<file path="src/rtl/join_arb_pkg.sv">
// Shared types and defaults for the join_arb round-robin adder scheduler.
package join_arb_pkg;

    localparam int unsigned SIZE_DEF = 8;
    localparam int unsigned N_DEF    = 4;

    // Tag width never drops below one bit, so a 2-requester build still has a tag.
    function automatic int unsigned tag_w(input int unsigned n);
        return (n > 2) ? int'($clog2(n)) : 1;
    endfunction

    localparam int unsigned TAG_W_DEF = tag_w(N_DEF);

    typedef struct packed {
        logic [TAG_W_DEF-1:0] tag;
        logic [SIZE_DEF-1:0]  sum;
    } entry_t;

    typedef enum logic [1:0] {
        BUF_EMPTY = 2'd0,
        BUF_ONE   = 2'd1,
        BUF_FULL  = 2'd2
    } buf_state_e;

endpackage

</file>
<file path="src/rtl/join_arb_buf.sv">
// Two-entry registered valid/retry buffer; the head is always a flop output.
module join_arb_buf
    import join_arb_pkg::*;
#(
    parameter int unsigned W = 10
) (
    input  logic         clk,
    input  logic         reset,
    input  logic [W-1:0] din,
    input  logic         dinValid,
    output logic         dinRetry,
    output logic [W-1:0] q,
    output logic         qValid,
    input  logic         qRetry
);

    buf_state_e   state_q, state_d;
    logic [W-1:0] head_q, head_d;
    logic [W-1:0] tail_q, tail_d;
    logic         push;
    logic         pop;

    // Full blocks a push even when the head leaves this cycle: no retry-to-retry path.
    assign dinRetry = (state_q == BUF_FULL);
    assign qValid   = (state_q != BUF_EMPTY);
    assign q        = head_q;
    assign push     = dinValid && !dinRetry;
    assign pop      = qValid && !qRetry;

    always_ff @(posedge clk or negedge reset) begin
        if (!reset) begin
            state_q <= BUF_EMPTY;
            head_q  <= '0;
            tail_q  <= '0;
        end else begin
            state_q <= state_d;
            head_q  <= head_d;
            tail_q  <= tail_d;
        end
    end

    always_comb begin
        state_d = state_q;
        head_d  = head_q;
        tail_d  = tail_q;
        unique case (state_q)
            BUF_EMPTY: begin
                if (push) begin
                    head_d  = din;
                    state_d = BUF_ONE;
                end
            end
            BUF_ONE: begin
                case ({push, pop})
                    2'b10: begin
                        tail_d  = din;
                        state_d = BUF_FULL;
                    end
                    2'b01: state_d = BUF_EMPTY;
                    2'b11: head_d  = din;
                    default: ;
                endcase
            end
            BUF_FULL: begin
                if (pop) begin
                    head_d  = tail_q;
                    state_d = BUF_ONE;
                end
            end
            default: state_d = BUF_EMPTY;
        endcase
    end

endmodule

</file>
<file path="src/rtl/join_arb.sv">
// Round-robin scheduler sharing one adder among N requesters; results are
// queued with their requester tag and steered back to the originating sink.
module join_arb
    import join_arb_pkg::*;
#(
    parameter int unsigned Size = SIZE_DEF,
    parameter int unsigned N    = N_DEF,
    parameter int unsigned TagW = tag_w(N)
) (
    input  logic              clk,
    input  logic              reset,
    input  logic [N*Size-1:0] inp_a,
    input  logic [N*Size-1:0] inp_b,
    input  logic [N-1:0]      inp_valid,
    output logic [N-1:0]      inp_retry,
    output logic [Size-1:0]   sum,
    output logic [TagW-1:0]   sum_tag,
    output logic [N-1:0]      sum_valid,
    input  logic [N-1:0]      sum_retry
);

    localparam int unsigned EntW = TagW + Size;

    logic [TagW-1:0] ptr_q, ptr_d;
    logic            can_accept;
    logic            gnt_any;
    logic [TagW-1:0] gnt_idx;
    logic [N-1:0]    gnt_oh;
    int unsigned     scan_idx;
    logic [TagW-1:0] cand;
    logic [Size-1:0] sel_a, sel_b, sum_next;
    logic [EntW-1:0] push_ent, head_ent;
    logic            buf_full, head_valid, head_retry;
    logic [TagW-1:0] head_tag;

    // Gating on reset keeps every requester retried while reset is held.
    assign can_accept = reset && !buf_full;

    always_comb begin
        gnt_any  = 1'b0;
        gnt_idx  = '0;
        scan_idx = 0;
        cand     = '0;
        for (int unsigned k = 0; k < N; k++) begin
            scan_idx = 32'(ptr_q) + k;
            if (scan_idx >= N) scan_idx = scan_idx - N;
            cand = TagW'(scan_idx);
            if (can_accept && !gnt_any && inp_valid[cand]) begin
                gnt_any = 1'b1;
                gnt_idx = cand;
            end
        end
    end

    always_comb begin
        gnt_oh = '0;
        if (gnt_any) gnt_oh[gnt_idx] = 1'b1;
    end

    assign inp_retry = ~gnt_oh;

    assign sel_a    = inp_a[32'(gnt_idx)*Size +: Size];
    assign sel_b    = inp_b[32'(gnt_idx)*Size +: Size];
    assign sum_next = sel_a + sel_b;
    assign push_ent = {gnt_idx, sum_next};

    always_comb begin
        ptr_d = ptr_q;
        if (gnt_any) begin
            ptr_d = (gnt_idx == TagW'(N - 1)) ? '0 : gnt_idx + TagW'(1);
        end
    end

    always_ff @(posedge clk or negedge reset) begin
        if (!reset) begin
            ptr_q <= '0;
        end else begin
            ptr_q <= ptr_d;
        end
    end

    join_arb_buf #(
        .W(EntW)
    ) u_buf (
        .clk     (clk),
        .reset   (reset),
        .din     (push_ent),
        .dinValid(gnt_any),
        .dinRetry(buf_full),
        .q       (head_ent),
        .qValid  (head_valid),
        .qRetry  (head_retry)
    );

    assign head_tag   = head_ent[EntW-1:Size];
    assign head_retry = sum_retry[head_tag];
    assign sum        = head_ent[Size-1:0];
    assign sum_tag    = head_tag;
    assign sum_valid  = head_valid ? (N'(1) << head_tag) : '0;

endmodule

</file>
<file path="config.mk">
export PLATFORM = sky130hd
export DESIGN_NAME = join_arb
export DESIGN_NICKNAME = d
export VERILOG_FILES = /design/src/rtl/join_arb_pkg.sv /design/src/rtl/join_arb_buf.sv /design/src/rtl/join_arb.sv
export SDC_FILE = /design/constraint.sdc
export NUM_CORES = 1
export LEC_CHECK = 0
export CAP_MARGIN = 10
export CORE_UTILIZATION = 45
export CTS_CLUSTER_DIAMETER = 200
export DETAILED_ROUTE_END_ITERATION = 7
export GPL_TIMING_DRIVEN = 0
export PLACE_DENSITY = 0.84
export REMOVE_ABC_BUFFERS = 1
export SLEW_MARGIN = 20
export SYNTH_ARGS = -nofsm -noshare
export SYNTH_HDL_FRONTEND = slang
export SYNTH_HIERARCHICAL = 1
export SYNTH_SLANG_ARGS = --single-unit
</file>
<file path="constraint.sdc">
create_clock -name clk -period 9.4 [get_ports clk]
set_clock_uncertainty 0.2 [all_clocks]
set_input_delay 1.88 -clock clk [delete_from_list [all_inputs] [get_ports clk]]
set_output_delay 1.88 -clock clk [all_outputs]
set_load 0.01 [all_outputs]
</file>
== Word level (Yosys, flattened, before mapping) ==
Index checks and enable logic that the tools add are counted.

* Register bits after elaboration: 24
* Logic and storage cells: 95
* Input port bits: 74

* Add/sub/neg operators: 9
* Shifts and indexed selects: 3
* Reduce and logical (&&, ||, !) cells: 22
* Eq/ne operators: 10
* Mux-type cells: 35
* Order comparisons: 11
* Bitwise gates (word level): 1

{| class="wikitable"
|+ Operators by type and width
! operator !! count
|-
| $shiftx A32 B6 Y8 || 2
|-
| $mux W10 || 3
|-
| $pmux W10 S3 || 1
|-
| $mux W2 || 11
|-
| $lt A2 B3 Y1 const B || 6
|-
| $logic_and A1 B1 Y1 || 11
|-
| $bmux W1 S2 || 5
|-
| $mux W1 || 10
|-
| $ge A3 B3 Y1 const B || 3
|-
| $add A8 B8 Y8 || 1
|-
| $eq A2 B2 Y1 const B || 4
|-
| $mux W4 || 2
|-
| $sub A2 B1 Y2 const B || 4
|-
| $add A2 B2 Y3 const B || 2
|-
| $pmux W2 S3 || 1
|-
| $logic_not A1 Y1 || 5
|-
| $eq A2 B1 Y1 const B || 2
|-
| $ne A2 B2 Y1 const B || 2
|-
| $not A4 Y4 || 1
|-
| $pmux W2 S2 || 1
|-
| $reduce_and A4 Y1 || 1
|-
| $shl A1 B2 Y4 const A || 1
|-
| $add A2 B1 Y3 const B || 1
|-
| $ge A2 B3 Y1 const B || 1
|-
| other kinds (10) || 10
|}

== Logic depth before layout (Yosys ltp) ==
Gate-level depths: netlist (run 1).

* Depth in word-level cells: 24
* Depth in mapped cells: 18
* Mapped depth without buffers: 15

== Hierarchy ==
The synthesis (run 1) kept the hierarchy.

{| class="wikitable"
|+ Modules (own cells, without submodules)
! module !! cells each !! seq. area each (um2) !! times used !! area an instance (um2)
|-
| join_arb_buf || 68 || 550.5 || 1 || 1,073.5
|-
| join_arb || 107 || 50.0 || 1 || 1,068.5
|}

== Least setup slack after synthesis (run 1) ==
No wires, ideal clock.

* Path kind: input-to-reg
* From: in inp_valid[0]
* To: reg u_buf.head_q[6], in the netlist u_buf/q[6]
* Cell stages on the path: 18
* Arrival: 5.250 ns
* Setup slack: 3.825 ns
* Cell sequence: buf_2 nand2_1 a21oi_1 or4_4 buf_6 clkinv_4 buf_12 mux4_2 ha_1 fa_1 a21oi_1 nor2_1 nor2_1 o21bai_1 a21oi_1 xnor2_1 mux2_4 mux2_4

* Longest elaborated chain between the ends: 20
* Elaborated cells between the ends (all ways): 37
* Classes of those cells: 1 x add/sub; 3 x eq/ne; 2 x shift; 19 x mux; 12 x reduce/logical

{| class="wikitable"
|+ Ends and longest elaborated chain
! element !! RTL line !! source
|-
| from (decl) || join_arb.sv:14 || <nowiki>input logic [N-1:0] inp_valid,</nowiki>
|-
| $bmux W1 S2 || join_arb.sv:48 || <nowiki>if (can_accept && !gnt_any && inp_valid[cand]) begin</nowiki>
|-
| $mux W1 (not written as such) || join_arb.sv:48 ||
|-
| $logic_and A1 B1 Y1 || join_arb.sv:48 ||
|-
| $mux W1 || join_arb.sv:48 ||
|-
| $logic_not A1 Y1 || join_arb.sv:48 ||
|-
| $logic_and A1 B1 Y1 (2 in series) || join_arb.sv:48 ||
|-
| $mux W1 || join_arb.sv:48 ||
|-
| $logic_not A1 Y1 || join_arb.sv:48 ||
|-
| [4 not listed] || -- ||
|-
| $logic_and A1 B1 Y1 (2 in series) || join_arb.sv:48 ||
|-
| $mux W2 * || join_arb.sv:48 ||
|-
| via gnt_idx[0] || join_arb.sv:27 || <nowiki>logic [TagW-1:0] gnt_idx;</nowiki>
|-
| $shiftx A32 B6 Y8, on equally long branches || join_arb.sv:62, join_arb.sv:63 ||
|-
| $add A8 B8 Y8 * || join_arb.sv:64 || <nowiki>assign sum_next = sel_a + sel_b;</nowiki>
|-
| via sum_next[6] || join_arb.sv:31 || <nowiki>logic [Size-1:0] sel_a, sel_b, sum_next;</nowiki>
|-
| $mux W10, on equally long branches || join_arb_buf.sv:54, join_arb_buf.sv:48 ||
|-
| $pmux W10 S3 * || join_arb_buf.sv:46 || <nowiki>unique case (state_q)</nowiki>
|-
| to (signal assigned) || join_arb_buf.sv:33 || <nowiki>head_q <= '0;</nowiki>
|-
| to (signal assigned) || join_arb_buf.sv:37 || <nowiki>head_q <= head_d;</nowiki>
|-
| to (decl) || join_arb_buf.sv:18 || <nowiki>logic [W-1:0] head_q, head_d;</nowiki>
|}

Mark *: on every way through the listed nets, which the timed path passes. The rest lies on a longest branch. The select of a mux whose other input is x is not followed.
A chain may end at the register's enable or synchronous reset.

== Worst setup path after layout (run 1) ==
* From: in inp_valid[1]
* To: out inp_retry[1]

* Longest elaborated chain between the ends: 22
* Elaborated cells between the ends (all ways): 33
* Classes of those cells: 2 x order compare; 19 x mux; 1 x bitwise; 11 x reduce/logical

{| class="wikitable"
|+ Ends and longest elaborated chain
! element !! RTL line !! source
|-
| $bmux W1 S2 || join_arb.sv:48 ||
|-
| $mux W1 (not written as such) || join_arb.sv:48 ||
|-
| $logic_and A1 B1 Y1 || join_arb.sv:48 ||
|-
| $mux W1 || join_arb.sv:48 ||
|-
| $logic_not A1 Y1 || join_arb.sv:48 ||
|-
| $logic_and A1 B1 Y1 (2 in series) || join_arb.sv:48 ||
|-
| $mux W1 || join_arb.sv:48 ||
|-
| $logic_not A1 Y1 || join_arb.sv:48 ||
|-
| [4 not listed] || -- ||
|-
| $logic_and A1 B1 Y1 (2 in series) || join_arb.sv:48 ||
|-
| $mux W2 || join_arb.sv:48 ||
|-
| $lt A2 B3 Y1 (not written as such) / $ge A2 B1 Y1 (equally long branches) || join_arb.sv:57 || <nowiki>if (gnt_any) gnt_oh[gnt_idx] = 1'b1;</nowiki>
|-
| $logic_and A1 B1 Y1 (not written as such) || join_arb.sv:57 ||
|-
| $mux W1 (not written as such) || join_arb.sv:57 ||
|-
| $demux W1 S2 || join_arb.sv:57 ||
|-
| $mux W4 * || join_arb.sv:57 ||
|-
| $not A4 Y4 * || join_arb.sv:60 || <nowiki>assign inp_retry = ~gnt_oh;</nowiki>
|-
| to (decl) || join_arb.sv:15 || <nowiki>output logic [N-1:0] inp_retry,</nowiki>
|}

Mark *: on every way between the ends. The rest lies on a longest branch, timed or not. The select of a mux whose other input is x is not followed.

==> results.yml, run 1 <==
hold_path:
  hold_class: "reg -> reg"
timing:
  relSlewSlack: 0.557
  clock.fmax_mhz: 147
  slew_violations: 0
  final-setup-viol-count: 0
  layout_min_cycle_time_ns: 6.82
  rsz0062_at_grt: "no"
  period_share: 0.726
  finalSetupTns_ns: 0
  worst_slew_pin_slew_ns: 0.665
  finalHoldViolations: 0
finish:
  fillerInstances: 327
  diodes: 0
  final_area_um2: 3100
  multi_input_area_um2: 1420
  final-seq-area_um2: 601
  drive_above_1_share: 0.213
  layout.nets: 350
  syn_to_final_growth_pct: 44.7
detailed_routing:
  vias_per_cell: 5.39
  drt_pre_antenna_iters: 8
  detail-route-antenna-nets: 0
  drc: 5
  wl_um: 4460
  routed-via-count: 1697
  wl_per_cell_um: 14.2
  drt_iter0_markers: 63
synthesis:
  ys_ff_latch: 24
  synth_top_area_cell: "dfrtp_1"
  synth_common_cells: "dfrtp_1 (24), mux2_4 (18), mux2_2 (14)"
  synthCells: 175
  synthFlopType: "dfrtp_1"
  yosysUniqueCellTypes: 38
  seq_area_frac_synth: 0.280
  syn_area_um2: 2140
  yosys_warnings: 6
  synth_area_leaders: "dfrtp_1 (28%), mux4_2 (14%), mux2_4 (13%), mux2_2 (7.4%), ha_1 (6.4%)"
  yosysMostFrequentCell: "dfrtp_1"
  async_flop_share: 1.00
  synth_edf_count: 0
  avgSynthCellArea_um2: 12.2
  synth_top_area_frac: 0.280
power:
  p_leak_uw: 0.00129
  p_total_uw: 842
  p_int_uw: 557
  clkPwrFrac: 0.105
  p_sw_frac: 0.338
  pwr-share-comb: 0.659
  cellPowerDensity_nw_per_um2: 271
  ir_drop_v: 0.000111
  p_switching_uw: 285
  pwr-share-seq: 0.237
worst_setup_path:
  arrival_ns: 4.74
  critPathRequiredTime_ns: 7.32
  cpMostUsedCell: "clkdlybuf4s50_1"
  startpoint_type: "primary input"
  r2r_slack_ns: 4.81
  reg2regPathDepth: 15
  crit_fanout: 13
  crit_end: "inp_retry[1]"
  r2r_start: "u_buf/state_q[1]$_DFFE_PN0P_"
  crit_chain: "clkdlybuf4s50_1 -> nor2_1 -> mux2i_1 -> o21ai_1 -> a2111oi_4 -> buf_4 -> inv_1 -> ha_1 -> nand2_1 -> clkdlybuf4s50_1"
  r2r_end: "u_buf/q[6]$_DFFE_PN0P_"
  slowest_delay_ns: 0.69
  crit_type: "in -> out"
  crit_start: "inp_valid[1]"
  slowest_stage: "a2111oi_4"
  worst_setup_path_end_kind: "output pin"
global_route:
  first_global_vias: 1643
  grt_max_degree: 26
  overflow: 0
  antenna_found_initial: 0
  grt_pass1_wl_um: 7390
  grt_usage: 0.183
clocking:
  root_buffer: "clkbuf_8"
  clkLatencyLatePin_ns: 0.26
  tritoncts: "yes"
  clk_pin_slew_ns: 0.08
  cts_made_buffers: 3
  htreeDepth: 1
  ctsLongestPathBuffers: 2
  post_cts_resized: 0
  cts.sinks: 24
  postCtsSetupRepairBufs: 0
  holdBufCountCts: 0
status:
  violations: "DRC"
  status: "finished with violations"
floorplanning:
  rows: 24
  core-area_um2: 4470
  io_pins: 92
  start_util: 0.479
  die_area_um2: 5040
  die_x_um: 71.0
  die-height_um: 71.0
placement:
  place_area_um2: 3030
  place_congestion: 0.743
  port_buffers: 91
  hpwlAfterDp_um: 3740
run:
  cap_viol_max_count: 0
-- stage by stage --
step / hold slack, ns / instances / setup slack, ns / utilization
floorplan: 0.274 / 167 / 3.84 / -
global placement: 0.281 / 310 / 1.66 / 0.676
detailed placement: 0.291 / 311 / 1.95 / 0.678
CTS: 0.312 / 315 / 1.95 / 0.694
global route: 0.332 / 315 / 2.36 / 0.693
finish: 0.311 / 315 / 2.58 / 0.693
-- kinds of logic after synthesis --
family	count (synthesis)	share of synthesized area
xor+xnor	10	0.0409
compound gates	22	0.0718
flops	24	0.280
simple gates	41	0.0964
fa+ha+maj	12	0.0736
buf+inv	15	0.0572
mux	51	0.380
-- power groups by stage --
stage	Clock (µW)	Sequential [µW]	Combinational, µW
2_1_floorplan	0	200	398
3_3_place_gp	0	196	543
3_5_place_dp	0	202	558
4_1_cts	90.6	200	561
5_1_grt	94.2	208	601
6_report	88.2	199	554
-- sequential cells by signal (all words and copies together), names as in the netlist --
name and cells:
ptr_q 2, u_buf/q 10, u_buf/state_q 2, u_buf/tail_q 10
-- how the worst min path moves through the flow --
stage	slack (ns)	cells past startpoint	to	start
6_report	0.31	1	u_buf/tail_q[9]$_DFFE_PN0P_	u_buf/tail_q[9]$_DFFE_PN0P_
5_1_grt	0.33	1	u_buf/tail_q[9]$_DFFE_PN0P_	u_buf/tail_q[9]$_DFFE_PN0P_
4_1_cts	0.31	1	u_buf/tail_q[9]$_DFFE_PN0P_	u_buf/tail_q[9]$_DFFE_PN0P_
3_5_place_dp	0.29	1	u_buf/tail_q[9]$_DFFE_PN0P_	u_buf/tail_q[9]$_DFFE_PN0P_
3_3_place_gp	0.28	1	u_buf/tail_q[0]$_DFFE_PN0P_	u_buf/tail_q[0]$_DFFE_PN0P_
2_1_floorplan	0.27	1	u_buf/tail_q[0]$_DFFE_PN0P_	u_buf/tail_q[0]$_DFFE_PN0P_
-- per-layer routing --
| metal | vias to the layer above | share of wire | GRT usage |
|---|---|---|---|
| met4 | 0 | 0.013 | 0.0600 |
| met3 | 6 | 0.064 | 0.0242 |
| met1 | 781 | 0.40 | 0.227 |
| met2 | 76 | 0.52 | 0.330 |
| li1 | 834 | - | - |
| met5 | - | 0 | 0 |
-- cell usage in the layout (no fill, tap or decap), types with 2 or more instances in the layout --
cell,instances
ha_1,11
a21oi_1,11
mux2_4,18
nor3b_1,2
mux2_2,14
nand2_1,12
nor3_1,3
mux2i_1,4
nand2b_1,3
xnor2_1,9
clkbuf_8,3
clkdlybuf4s50_1,90
and3_1,2
dfrtp_1,24
mux4_1,2
nor2_1,13
inv_1,6
o21bai_1,2
mux4_2,13
o22ai_1,2
-- critical path: cells and delay by family --
family                   cells  cell delay, ns
AO/OA/AOI/OAI                2            0.81
adder cells (fa/ha/maj)      1            0.18
buffers and inverters        4            1.55
multiplexers                 1            0.15
AND/OR/NAND/NOR              2            0.16
-- area by class of cell --
type | count | area share
clock buffers | 3 | 0.0133
clock inverters | 1 | 0.00969
inverters | 7 | 0.0101
multi-input cells | 136 | 0.458
flip-flops and latches | 24 | 0.194
well taps | 52 | 0.0210
repair buffers | 92 | 0.295
Note: power is estimated with default switching activity, not from simulation.
==> run 2: changes to the inputs <==
--- a/config.mk
+++ b/config.mk
@@ -6,11 +6,11 @@
 export NUM_CORES = 1
 export LEC_CHECK = 0
 export CAP_MARGIN = 10
-export CORE_UTILIZATION = 45
+export CORE_UTILIZATION = 43
 export CTS_CLUSTER_DIAMETER = 200
 export DETAILED_ROUTE_END_ITERATION = 7
 export GPL_TIMING_DRIVEN = 0
-export PLACE_DENSITY = 0.84
+export PLACE_DENSITY = 0.81
 export REMOVE_ABC_BUFFERS = 1
 export SLEW_MARGIN = 20
 export SYNTH_ARGS = -nofsm -noshare
==> constraint.sdc (replaced) <==
create_clock -name clk -period 6.9 [get_ports clk]
set_clock_uncertainty 0.2 [all_clocks]
set_input_delay 1.38 -clock clk [delete_from_list [all_inputs] [get_ports clk]]
set_output_delay 1.38 -clock clk [all_outputs]
set_load 0.01 [all_outputs]
==> results.yml, run 2 (synthesized netlist as in run 1, its figures left out) <==
worst_setup_path:
  startpoint_type: "primary input"
  worst_setup_path_end_kind: "output pin"
  reg2regPathDepth: 15
  critPathRequiredTime_ns: 5.32
  r2r_slack_ns: 2.34
  cpMostUsedCell: "clkdlybuf4s50_1"
  r2r_start: "u_buf/state_q[1]$_DFFE_PN0P_"
  slowest_stage: "a2111oi_4"
  crit_type: "in -> out"
  crit_end: "inp_retry[0]"
  r2r_end: "u_buf/q[6]$_DFFE_PN0P_"
  crit_chain: "clkdlybuf4s50_1 -> nor2_1 -> mux2i_1 -> o21ai_1 -> a2111oi_4 -> inv_1 -> ha_1 -> nand2_1 -> clkdlybuf4s50_1"
  crit_start: "inp_valid[1]"
  crit_fanout: 10
  slowest_delay_ns: 0.76
  arrival_ns: 4.07
clocking:
  htreeDepth: 1
  clk_pin_slew_ns: 0.08
  clkLatencyLatePin_ns: 0.26
  cts_made_buffers: 3
  cts.sinks: 24
  root_buffer: "clkbuf_8"
  tritoncts: "yes"
  holdBufCountCts: 0
  post_cts_resized: 0
  postCtsSetupRepairBufs: 0
  ctsLongestPathBuffers: 2
detailed_routing:
  routed-via-count: 1728
  detail-route-antenna-nets: 0
  drc: 0
  vias_per_cell: 5.25
  drt_pre_antenna_iters: 4
  drt_iter0_markers: 54
  wl_per_cell_um: 13.6
  wl_um: 4480
timing:
  worst_slew_pin_slew_ns: 0.759
  rsz0062_at_grt: "no"
  relSlewSlack: 0.494
  layout_min_cycle_time_ns: 5.65
  finalHoldViolations: 0
  finalSetupTns_ns: 0
  holdWs_ns: 0.308
  final-setup-viol-count: 0
  clock.fmax_mhz: 177
  finalWorstSetupSlack_ns: 1.25
  period_share: 0.819
  slew_violations: 0
finish:
  layout.nets: 350
  drive_above_1_share: 0.210
  syn_to_final_growth_pct: 44.2
  layout_commonest_cell: "clkdlybuf4s50_1"
  mostFrequentLayoutCells: "clkdlybuf4s50_1 (90), dfrtp_1 (24), mux2_4 (18)"
  utilization: 0.650
  diodes: 0
floorplanning:
  core-area_um2: 4750
  die_area_um2: 5270
  start_util: 0.451
  rows: 25
  io_pins: 92
  die-height_um: 72.6
  die_x_um: 72.6
power:
  p_sw_frac: 0.350
  ir_drop_v: 0.000147
  p_leak_uw: 0.00128
  p_switching_uw: 389
  pwr-share-seq: 0.242
  cellPowerDensity_nw_per_um2: 359
  p_total_uw: 1110
  pwr-share-comb: 0.686
  clkPwrFrac: 0.072
  p_int_uw: 721
global_route:
  antenna_found_initial: 0
  overflow: 0
  first_global_vias: 1724
  grt_usage: 0.175
  grt_pass1_wl_um: 7290
  grt_max_degree: 26
placement:
  port_buffers: 91
  place_congestion: 0.725
  hpwlAfterDp_um: 3610
  dp_slack_ns: 0.192
hold_path:
  hold_class: "reg -> reg"
status:
  status: "complete, no violations"
run:
  cap_viol_max_count: 0
[run 2: changes by cell type in the layout (fill, tap and decap cells not counted)]
cell	change
bufinv_16	-1
[run 2: layout make-up]
type	count	area, µm²
tap	67	83.8
timing repair buffer	92	913
sequential	24	601
inverter	7	31.3
multi-input combinational	136	1420
clock buffer	3	41.3
fill	400	1670
[run 2: how the worst min path moves through the flow]
stage	startpoint	to	cells after the start
floorplan	u_buf/tail_q[0]$_DFFE_PN0P_	u_buf/tail_q[0]$_DFFE_PN0P_	1
global placement	u_buf/tail_q[0]$_DFFE_PN0P_	u_buf/tail_q[0]$_DFFE_PN0P_	1
detailed placement	u_buf/tail_q[9]$_DFFE_PN0P_	u_buf/tail_q[9]$_DFFE_PN0P_	1
CTS	u_buf/tail_q[1]$_DFFE_PN0P_	u_buf/tail_q[1]$_DFFE_PN0P_	1
global route	u_buf/tail_q[9]$_DFFE_PN0P_	u_buf/tail_q[9]$_DFFE_PN0P_	1
finish	u_buf/tail_q[9]$_DFFE_PN0P_	u_buf/tail_q[9]$_DFFE_PN0P_	1
[run 2: through the flow]
stage	std cells	cell area [µm²]
after floorplan	167	2050
after global placement	325	3050
after detailed placement	326	3050
after CTS	329	3090
after global routing	329	3090
final	329	3090
[run 2: critical path, delay by kind of cell]
kind            cells  cell delay, ns
simple gates        2            0.15
mux                 1            0.15
compound gates      2            0.88
buf+inv             3            1.28
fa+ha+maj           1            0.22
[run 2: power groups by stage]
| stage | Sequential (µW) | Combinational [µW] | Clock [µW] |
|---|---|---|---|
| finish | 269 | 761 | 79.4 |
| global route | 279 | 827 | 87.2 |
| CTS | 270 | 769 | 81.9 |
| detailed placement | 271 | 761 | 0 |
| global placement | 268 | 744 | 0 |
| floorplan | 272 | 542 | 0 |
[run 2: per-layer routing]
metal | routed length [µm] | up-vias | GRT usage
li1 | - | 825 | -
met1 | 1790 | 834 | 0.211
met2 | 2390 | 63 | 0.328
met3 | 244 | 6 | 0.0193
met4 | 56 | 0 | 0.0523
met5 | 0 | - | 0
